[src/rtl/async_up_counter.sv]
// Free-running modulo (MAX_COUNT+1) up-counter stepping by STEP, with terminal-count decode and a wrap pulse.
// out and wrap are registered (one clock after each edge); tc is decoded from the register; no enable, no stall.
module async_up_counter #(
  parameter int WIDTH       = 8,
  parameter int MAX_COUNT   = 2**WIDTH-1,
  parameter int RESET_VALUE = 0,
  parameter int STEP        = 1
) (
  input  logic             clk,
  input  logic             areset,
  output logic [WIDTH-1:0] out,
  output logic             tc,
  output logic             wrap
);

  if (WIDTH < 1 || WIDTH > 31 ||
      longint'(MAX_COUNT) >= (longint'(1) << WIDTH) ||
      RESET_VALUE < 0 || MAX_COUNT < RESET_VALUE ||
      STEP < 1 || STEP > MAX_COUNT) begin : g_bad_params
    $fatal(1, "async_up_counter: illegal parameter combination");
  end

  localparam logic [WIDTH-1:0] MAX_V  = WIDTH'(MAX_COUNT);
  localparam logic [WIDTH-1:0] RST_V  = WIDTH'(RESET_VALUE);
  localparam logic [WIDTH-1:0] STEP_V = WIDTH'(STEP);
  // Comparing against MAX_COUNT-STEP (a constant) keeps the wrap test free of carry-out.
  localparam logic [WIDTH-1:0] THRESH = WIDTH'(MAX_COUNT - STEP);

  logic [WIDTH-1:0] out_q, out_d;
  logic             wrap_q, wrap_d;

  always_comb begin
    out_d  = out_q + STEP_V;
    wrap_d = 1'b0;
    if (out_q > THRESH) begin
      out_d  = RST_V;
      wrap_d = 1'b1;
    end
  end

  always_ff @(posedge clk or posedge areset) begin
    if (areset) begin
      out_q  <= RST_V;
      wrap_q <= 1'b0;
    end else begin
      out_q  <= out_d;
      wrap_q <= wrap_d;
    end
  end

  assign out  = out_q;
  assign tc   = (out_q == MAX_V);
  assign wrap = wrap_q;

endmodule

[config.mk]
export PLATFORM = sky130hd
export DESIGN_NAME = async_up_counter
export DESIGN_NICKNAME = d
export VERILOG_FILES = /design/src/rtl/async_up_counter.sv
export SDC_FILE = /design/constraint.sdc
export NUM_CORES = 1
export LEC_CHECK = 0
export ABC_AREA = 1
export CAP_MARGIN = 10
export CORE_AREA = 2 2 39 41
export CTS_CLUSTER_SIZE = 16
export DETAILED_ROUTE_END_ITERATION = 6
export DIE_AREA = 0 0 41 43
export PLACE_DENSITY = 0.67
export SYNTH_ARGS = -nofsm -noshare
export SYNTH_HDL_FRONTEND = slang
export SYNTH_SLANG_ARGS = --single-unit
[constraint.sdc]
create_clock -name clk -period 1.1 [get_ports clk]
set_clock_uncertainty 0.15 [all_clocks]
set_input_delay 0.22 -clock clk [delete_from_list [all_inputs] [get_ports clk]]
set_output_delay 0.22 -clock clk [all_outputs]
set_load 0.01 [all_outputs]
==> flow_summary.ini <==
[sta]
min_period_ns = 1.575
max_freq_ghz = 0.6349
setup_viol = 19
rsz0062_at_grt = yes
hold_viol_final = 0
fin_crit_sh = 1.432
max_slew.worst_pin.slew_ns = 0.1832
drv_slew = 0
relSlewSlack = 0.8774
setup_ws_ns = -0.4750

[synthesis]
yosysWarnings = 0
synth_nets = 62
ys_seq_area_frac = 0.4972
synth-seq-cells = 9
syn_area_per_cell_um2 = 7.809
synth_cells = 58
syn_area_um2 = 452.9
synth_cell_types = 12

[detailed_routing]
wl_um = 1249
via_per_inst = 4.319
vias = 501
drt_pass1_iterations = 4
ant_nets = 0
routedWlPerCell_um = 10.77
drc_errors = 0
first_iter_violations = 7

[cells_and_area]
antennaDiodeCount = 0
final_common_cell = buf_4
mostFrequentLayoutCells = buf_4, buf_6, nor2_1, nand2_1, dfrtp_1
drive_above_1_share = 0.5700
final_cells = 116
syn_to_final_growth_pct = 94.75
nets = 105

[clocking]
cts.sinks = 9
cts_tree = done
htree_levels = 1
cts-hold-fix-buffers = 0
cts-root-buf = clkbuf_4
clk_path_buf_depth = 2
cts_made_buffers = 3
clk_latency_ns = 0.27
clk_pin_slew_ns = 0.06

[floorplan]
rows = 14
core_area_um2 = 1384
pin_count = 12
dieWidth_um = 41
die_h_um = 43
die-area_um2 = 1763
start_util = 0.3273

[worst_setup_path]
crit_path_cell_trace = ha_4, nand2_2, inv_2, nand2_2, nor3_2, buf_2
arrival_ns = 1.20
start_kind = flip-flop
reg2reg_depth = 9
crit_required_ns = 0.73
endpoint_kind = output port
crit_path_top_delay_cell = dfrtp_1
worstSetupPathType = flip-flop to output port
cp_slowest_stage_delay_ns = 0.40
critPathMostFrequentCell = nand2_2
cp_max_fo = 2

[global_route]
grt_pass1_wl_um = 1918
antenna_found_initial = 0
track_usage = 0.1694
grt_max_degree = 10
grt_overflow = 0
grt_pass1_vias = 446

[placement]
dp_slack_ns = -0.5950
dpl.cell_count = 98
gp_congestion = 0.7488
io_buffers = 11
post-dp-hpwl_um = 779.7

[run]
cap_violations = 0

[outcome]
violations = negative setup slack
status = finished with violations

[pwr]
ir_drop_mv = 0.5315
cellPowerDensity_nw_per_um2 = 695.9
total_power_w = 0.0006139
leakage_nw = 0.4836

[worst_hold_path]
hold_class = primary input to async pin
[timing repair]
action	CTS	global route
setup endpoints to repair	19	19
setup buffers	12	6
pin swaps	6	2
gates resized for setup	59	10
hold endpoints to repair	0	0
[through the flow]
step	util	TNS, ns	instance area (µm²)	hold WS (ns)
6_report	0.6374	-5.869	882.1	0.08189
3_3_place_gp	0.4982	-4.867	689.4	0.3573
4_1_cts	0.5949	-5.224	823.3	0.08428
5_1_grt	0.6374	-6.861	882.1	0.1072
2_1_floorplan	-	-1.709	461.7	-0.1022
3_5_place_dp	0.4982	-5.209	689.4	0.3764
[cells in the mapped netlist (all sizes together)]
master,instances,share of area
a21oi,2,0.022
dfrtp,9,0.50
ha,2,0.055
inv,9,0.075
nand2,17,0.16
nand3,2,0.022
nor2,15,0.14
nor3,1,0.011
xor2,1,0.019
[registers in the layout (all words and copies together) (netlist names)]
register	flops
out	8
wrap	1
[critical path: cells and delay by family (launching register included)]
kind                     cells  cell delay [ns]
adder cells (fa/ha/maj)      1             0.15
buffers and inverters        2             0.19
flip-flops                   1             0.40
AND/OR/NAND/NOR              3             0.19
[area by class of cell]
class / count / area [µm²]
inverter: 9 / 36.28
timing repair buffer: 38 / 336.6
tap: 16 / 20.02
sequential: 9 / 226.5
multi-input combinational: 40 / 236.5
fill: 113 / 501.7
clock buffer: 4 / 26.28
[final timing paths]
kind / from / endpoint / slack (ns)
max: out[0] / tc / -0.47
min in group clk: out[0] / out[0] / 0.56
min: areset / out[0] / 0.08
max in group asynchronous: areset / out[1] / 0.57
max reg2reg: out[1] / out[2] / -0.45
min reg2reg: out[0] / out[0] / 0.56
[per-layer routing]
layer	GRT usage	share of wire	routed length, µm	up-vias
li1	-	-	-	259
met1	0.1728	0.40	494	229
met2	0.2813	0.55	684	10
met3	0.03665	0.037	46	3
met4	0.1200	0.019	24	0
met5	0	0	0	-
[logic make-up after synthesis]
logic type,after synthesis,synth area share
AOI/OAI and AO/OA,2,0.02210
xor gates and xnor gates,1,0.01934
adders and majority gates,2,0.05524
buffers and inverters,9,0.07458
DFF,9,0.4972
and+or+nand+nor,35,0.3315
[where the power goes]
group	switching [W]	total, W	internal, W
sequential	0	0.000331	0.000331
combinational	0.00000752	0.0000132	0.00000571
clock	0.000129	0.000270	0.000141
total	0.000137	0.000614	0.000477
Power figures use the tool's default switching activity.
